`config.mk`:
```
export PLATFORM = sky130hd
export DESIGN_NAME = scalar_rf_host_port
export DESIGN_NICKNAME = d
export VERILOG_FILES = /design/src/rtl/scalar_rf_pkg.sv /design/src/rtl/scalar_rf_host_port.sv
export SDC_FILE = /design/constraint.sdc
export NUM_CORES = 1
export LEC_CHECK = 0
export CELL_PAD_IN_SITES_DETAIL_PLACEMENT = 1
export CELL_PAD_IN_SITES_GLOBAL_PLACEMENT = 1
export CORE_UTILIZATION = 31
export DETAILED_ROUTE_END_ITERATION = 10
export PLACE_DENSITY_LB_ADDON = 0.1
export SYNTH_ARGS = -nofsm -noshare
export SYNTH_HDL_FRONTEND = slang
export SYNTH_SLANG_ARGS = --single-unit
```
`constraint.sdc`:
```
create_clock -name clk -period 3.35 [get_ports clk]
set_clock_uncertainty 0.2 [all_clocks]
set_input_delay 0.67 -clock clk [delete_from_list [all_inputs] [get_ports clk]]
set_output_delay 0.67 -clock clk [all_outputs]
set_load 0.05 [all_outputs]
```
`src/rtl/scalar_rf_pkg.sv`:
```
// Shared definitions for the scalar register-file host port: FSM state
// encoding and default geometry of the attached register file.
package scalar_rf_pkg;

  localparam int unsigned DEF_REG_DEPTH  = 6;
  localparam int unsigned DEF_REG_WIDTH  = 32;
  localparam int unsigned DEF_ADDR_WIDTH = 5;
  localparam int unsigned DEF_LEN_WIDTH  = 2;

  typedef enum logic [1:0] {
    IDLE = 2'd0,
    WR   = 2'd1,
    RD   = 2'd2,
    RSP  = 2'd3
  } host_state_e;

endpackage

```
`src/rtl/scalar_rf_host_port.sv`:
```
// Host request/response port in front of the scalar register file.
// Writes are single beat; reads are bursts of req_len+1 beats. Addresses at or
// beyond REG_DEPTH are reported with rsp_err and never touch the register file.
module scalar_rf_host_port
  import scalar_rf_pkg::*;
#(
  parameter int unsigned REG_DEPTH  = DEF_REG_DEPTH,
  parameter int unsigned REG_WIDTH  = DEF_REG_WIDTH,
  parameter int unsigned ADDR_WIDTH = DEF_ADDR_WIDTH,
  parameter int unsigned LEN_WIDTH  = DEF_LEN_WIDTH
) (
  input  logic                  clk,
  input  logic                  reset,
  // Request channel
  input  logic                  req_valid,
  output logic                  req_ready,
  input  logic                  req_write,
  input  logic [ADDR_WIDTH-1:0] req_addr,
  input  logic [LEN_WIDTH-1:0]  req_len,
  input  logic [REG_WIDTH-1:0]  req_wdata,
  // Response channel
  output logic                  rsp_valid,
  input  logic                  rsp_ready,
  output logic [REG_WIDTH-1:0]  rsp_rdata,
  output logic                  rsp_err,
  output logic                  rsp_last,
  // Register-file side
  output logic [ADDR_WIDTH-1:0] rf_read_address,
  input  logic [REG_WIDTH-1:0]  rf_read_data,
  output logic [ADDR_WIDTH-1:0] rf_write_address,
  output logic [REG_WIDTH-1:0]  rf_write_data,
  output logic                  rf_write_enable
);

  host_state_e           r_state, w_state_next;
  logic [ADDR_WIDTH-1:0] r_addr, w_addr_next;
  logic [LEN_WIDTH-1:0]  r_cnt, w_cnt_next;
  logic [REG_WIDTH-1:0]  r_wdata, w_wdata_next;
  logic                  r_req_ready;
  logic                  r_rsp_valid;
  logic [REG_WIDTH-1:0]  r_rsp_rdata, w_rsp_rdata_next;
  logic                  r_rsp_err, w_rsp_err_next;
  logic                  r_rsp_last, w_rsp_last_next;
  logic [31:0]           w_addr_ext;
  logic                  w_oob;

  // Current address lies outside the implemented registers.
  assign w_addr_ext = 32'(r_addr);
  assign w_oob      = (w_addr_ext >= REG_DEPTH);

  // Next-state and response-capture logic.
  always_comb begin
    w_state_next     = r_state;
    w_addr_next      = r_addr;
    w_cnt_next       = r_cnt;
    w_wdata_next     = r_wdata;
    w_rsp_rdata_next = r_rsp_rdata;
    w_rsp_err_next   = r_rsp_err;
    w_rsp_last_next  = r_rsp_last;
    unique case (r_state)
      IDLE: begin
        // r_req_ready gates acceptance so the first cycle after reset is idle.
        if (req_valid && r_req_ready) begin
          w_addr_next = req_addr;
          if (req_write) begin
            w_state_next = WR;
            w_wdata_next = req_wdata;
            w_cnt_next   = '0;
          end else begin
            w_state_next = RD;
            w_cnt_next   = req_len;
          end
        end
      end
      WR: begin
        w_state_next     = RSP;
        w_rsp_rdata_next = '0;
        w_rsp_err_next   = w_oob;
        w_rsp_last_next  = 1'b1;
      end
      RD: begin
        w_state_next     = RSP;
        w_rsp_rdata_next = w_oob ? '0 : rf_read_data;
        w_rsp_err_next   = w_oob;
        w_rsp_last_next  = (r_cnt == '0);
      end
      RSP: begin
        if (rsp_ready) begin
          if (r_cnt != '0) begin
            w_state_next = RD;
            w_addr_next  = r_addr + ADDR_WIDTH'(1);
            w_cnt_next   = r_cnt - LEN_WIDTH'(1);
          end else begin
            w_state_next = IDLE;
          end
        end
      end
      default: w_state_next = IDLE;
    endcase
  end

  // State, datapath and registered handshake outputs.
  always_ff @(posedge clk or posedge reset) begin
    if (reset) begin
      r_state     <= IDLE;
      r_addr      <= '0;
      r_cnt       <= '0;
      r_wdata     <= '0;
      r_req_ready <= 1'b0;
      r_rsp_valid <= 1'b0;
      r_rsp_rdata <= '0;
      r_rsp_err   <= 1'b0;
      r_rsp_last  <= 1'b0;
    end else begin
      r_state     <= w_state_next;
      r_addr      <= w_addr_next;
      r_cnt       <= w_cnt_next;
      r_wdata     <= w_wdata_next;
      r_req_ready <= (w_state_next == IDLE);
      r_rsp_valid <= (w_state_next == RSP);
      r_rsp_rdata <= w_rsp_rdata_next;
      r_rsp_err   <= w_rsp_err_next;
      r_rsp_last  <= w_rsp_last_next;
    end
  end

  assign req_ready        = r_req_ready;
  assign rsp_valid        = r_rsp_valid;
  assign rsp_rdata        = r_rsp_rdata;
  assign rsp_err          = r_rsp_err;
  assign rsp_last         = r_rsp_last;
  assign rf_read_address  = r_addr;
  assign rf_write_address = r_addr;
  assign rf_write_data    = r_wdata;
  assign rf_write_enable  = (r_state == WR) && !w_oob;

endmodule

```
==> Word level (Yosys, flattened, before mapping) <==
Index checks and enable logic that the tools add are counted.
{ "word_totals": {"regBits": 77, "in_bits": 76, "out_inout_bits": 79, "wordCells": 48} }
{ "op_classes": {"add_sub_neg": 2, "n_lt_le_gt_ge": 1, "eq_ne": 7, "mux": 17, "reduce_logical": 12} }
{ "ops": {"columns": ["operator", "count"], "rows": [
  ["32-bit one-hot mux with 2 select lines", 1],
  ["32-bit 2-to-1 mux", 1],
  ["2-bit 2-to-1 mux", 8],
  ["5-bit 2-to-1 mux", 3],
  ["5-bit one-hot mux with 2 select lines", 1],
  ["2-bit equality test (second input constant)", 3],
  ["2-bit logical NOT", 3],
  ["2-bit != test (second input constant)", 3],
  ["2-bit one-hot mux with 3 select lines", 1],
  ["2-bit nonzero test", 3],
  ["5-bit by 1-bit adder with 5-bit output (second input constant)", 1],
  ["5-bit by 3-bit greater-or-equal comparator with 1-bit output (second input constant)", 1],
  ["2-bit one-hot mux with 2 select lines", 1],
  ["4-bit AND reduction", 1],
  ["3-bit AND reduction", 1],
  ["2-bit by 1-bit equality test with 1-bit output (second input constant)", 1],
  ["1-bit logical AND", 2],
  ["1-bit one-hot mux with 2 select lines", 1],
  ["2-bit OR reduction", 1],
  ["2-bit by 1-bit subtractor with 2-bit output (second input constant)", 1],
  ["1-bit logical NOT", 1]
]} }

==> Depth between registers and ports, before layout <==
{ "logic_depth": {"word_depth": 5, "ltp_mapped": 7, "depth_no_buf": 6} }

==> Worst setup path before layout <==
OpenSTA, ideal clock, no wires.
{ "synth_timing": {"path_kind": "register to output", "start": "register r_addr[0] (netlist: rf_read_address[0])", "end": "output rf_write_enable", "arrival_time_ns": 1.822, "t_required_ns": 2.480, "setup_slack_ns": 0.658, "path_stages_with_launch": 6, "n_path_buf": 0, "path_cell_list": "dfrtp_1 inv_1 ha_1 o21a_1 nor3_1 and2_1"} }
{ "synth_between": {"elab_chain_len": 3} }
{ "synth_rtl": {"columns": ["element", "line_no", "source"], "rows": [
  ["start, declared", "scalar_rf_host_port.sv:36", "logic [ADDR_WIDTH-1:0] r_addr, w_addr_next;"],
  ["start signal, assigned", "scalar_rf_host_port.sv:116", "r_addr <= w_addr_next;"],
  ["5-bit by 3-bit greater-or-equal comparator with 1-bit output", "scalar_rf_host_port.sv:49", "assign w_oob = (w_addr_ext >= REG_DEPTH);"],
  ["1-bit logical NOT", "scalar_rf_host_port.sv:135", "assign rf_write_enable = (r_state == WR) && !w_oob;"],
  ["1-bit logical AND", "scalar_rf_host_port.sv:135", null],
  ["end, declared", "scalar_rf_host_port.sv:32", "output logic rf_write_enable"]
]} }
Every way passes these cells.

==> Worst setup path in the final report <==
Same ends and word-level chain as after synthesis.

==> results.cfg <==
[place]
routabilityCongestion = 0.719
place_inst = 576
portBuffers = 154
dpl.hpwl_um = 6430
dp_slack_ns = 0.893

[floorplanning]
core.rowCount = 37
io_pins = 155
die_h_um = 106
die_w_um = 106
initial_utilization_pct = 32.2
coreArea_um2 = 10400
dieArea_um2 = 11200

[drt]
wl_per_cell_um = 15.0
viasPerCell = 4.64
num_vias = 2741
ant_nets = 0
drt_iter0_drc = 75
drtPass1Iterations = 4
drt-total-wl_um = 8890
drc = 0

[clock_network]
h-tree-depth = 3
numCtsBuffers = 9
worstSkewPairLatency_ns = 0.34
path_clk_slew_ns = 0.08
cts_sinks = 77
cts_resized = 0
ctsHoldBuffers = 0
clockBufferDepth = 2
tritoncts = built
cts_root_buf = clkbuf_8
post_cts_buffers = 0

[synthesis]
synth_cells = 302
synth_warnings = 0
synth_edf_count = 0
ys_ff_latch = 77
netlist_area_um2 = 3350
synth.most_common_cell = dfrtp_1
synthDistinctLibCells = 34
syn_nets = 387
async_flop_share_pct = 100
yosysTopAreaCell = dfrtp_1
post_synth.cell_area_avg_um2 = 11.1
yosysSeqAreaShare_pct = 57.4
synth_ff_type = dfrtp_1
synthTopCellsByArea = dfrtp_1, mux2_2, o22ai_1, inv_1, nand2_1
netlist.area_leader.share_pct = 57.4
ys_top_cells_by_count = dfrtp_1, inv_1, nand2_1

[cells_and_area]
fin_nets = 536
drive_above_1_share_pct = 12.7
stdcell_count = 591
area_growth_pct = 55.1
diodes = 0

[run_status]
status = finished, final reports clean

[sta]
finalSetupTns_ns = 0
timing.final.crit_share_pct = 82.9
hold_viol_final = 0
maxSlewHeadroom_pct = 55.2
setup_violations = 0
period_needed_ns = 2.78
worst_slew_pin_slew_ns = 0.672
fmax_mhz = 360
drv_slew = 0
timing.final.ws_setup_ns = 0.574
rsz0062_at_grt = false

[worst_hold_path]
hold_class = reg2reg

[flow_run]
cap_violations = 0

[setup_path]
worstSetupStartpointType = register
required_ns = 2.48
arrival_ns = 1.91
cp-end-kind = primary output
critPathMaxFanout = 5
crit_type = reg2out

[global_routing]
grt_pass1_vias = 2915
gr-total-overflow = 0
grt_max_degree = 49
grt_usage_pct = 16.4
antenna_found_initial = 0
grt_pass1_wl_um = 14300

[power_and_ir_drop]
ir_drop_v = 0.000468
total_leakage_power_uw = 0.00225
power.density_nw_per_um2 = 896
[through the flow]
| stage | power [µW] | hold slack, ns | util (%) | instance area (µm²) |
|---|---|---|---|---|
| 2_1_floorplan | 3140 | 0.246 | - | 3350 |
| 5_1_grt | 4950 | 0.324 | 50.0 | 5200 |
| 6_report | 4660 | 0.298 | 50.0 | 5200 |
| 3_5_place_dp | 3930 | 0.290 | 47.9 | 4990 |
| 4_1_cts | 4720 | 0.296 | 50.0 | 5200 |
| 3_3_place_gp | 3880 | 0.270 | 47.9 | 4990 |
[critical path: stages (launching register included)]
cell and delay, ns:
dfrtp_1 0.41, inv_1 0.10, ha_1 0.20, o21a_1 0.16
nor3_1 0.29, and2_1 0.21, buf_4 0.20
[final timing paths]
path,startpoint,to,slack (ns),cells after the start
setup / recovery,rf_read_address[0],rf_write_enable,0.57,6
hold / removal,r_cnt[0],r_cnt[0],0.30,1
setup reg to reg,r_state[1],rsp_last,1.18,5
hold reg to reg,r_cnt[0],r_cnt[0],0.30,1
max in group asynchronous,reset,rf_write_data[20],1.77,3
min in group asynchronous,reset,rf_write_data[19],0.52,2
[state kept, by name, summed over array words and instances, names as in the netlist]
| name | count |
|---|---|
| rsp_err | 1 |
| rsp_rdata | 32 |
| r_cnt | 2 |
| rsp_valid | 1 |
| req_ready | 1 |
| rf_write_data | 32 |
| rsp_last | 1 |
| rf_read_address | 5 |
| r_state | 2 |
[layout make-up]
class | instances | area, µm²
fillers | 1161 | 5210
clock buffers | 10 | 128
multi-input cells | 162 | 1150
repair buffers | 159 | 1590
flip-flops and latches | 77 | 1930
well taps | 136 | 170
clock inverters | 5 | 85.1
inverters | 42 | 159
[power breakdown]
group	internal, µW	total (µW)	switching, µW
logic	891	2550	1660
clock network	420	773	352
registers	1180	1340	163
total	2490	4660	2170
[cells by family (layout without fill, tap and decap cells)]
family | after synthesis | count (layout) | synth area share, %
adder cells (fa/ha/maj) | 9 | 9 | 3.36
flip-flops | 77 | 77 | 57.4
multiplexers | 34 | 34 | 11.5
AND/OR/NAND/NOR | 60 | 60 | 7.68
buffers and inverters | 63 | 216 | 8.47
AO/OA/AOI/OAI | 59 | 59 | 11.6
[cell usage in the layout (no fill, tap or decap), drive strengths merged]
cell type | synthesis | layout
o21a | 1 | 1
clkbuf | 8 | 10
nand3 | 3 | 3
a22oi | 2 | 2
dfrtp | 77 | 77
a32oi | 1 | 1
nand2 | 40 | 40
inv | 42 | 42
a21oi | 7 | 7
clkinv | 0 | 2
and3 | 1 | 1
a31oi | 1 | 1
nand4 | 4 | 4
and2 | 2 | 2
nor2b | 3 | 3
a2111o | 1 | 1
bufinv | 0 | 2
o21ai | 6 | 6
mux2 | 33 | 33
nor3 | 1 | 1
ha | 9 | 9
o22ai | 35 | 35
or3 | 1 | 1
mux2i | 1 | 1
o31ai | 1 | 1
clkinvlp | 0 | 1
clkdlybuf4s50 | 0 | 153
a2bb2oi | 1 | 1
a21boi | 2 | 2
a211oi | 1 | 1
nor2 | 5 | 5
buf | 13 | 6
[routing by layer]
layer / track usage [%] / up-vias / wire length (µm)
li1: - / 1309 / -
met1: 20.3 / 1347 / 3790
met2: 27.2 / 77 / 4480
met3: 4.90 / 8 / 461
met4: 5.46 / 0 / 153
met5: 0 / - / 0
Note: power is estimated with default switching activity, not from simulation.
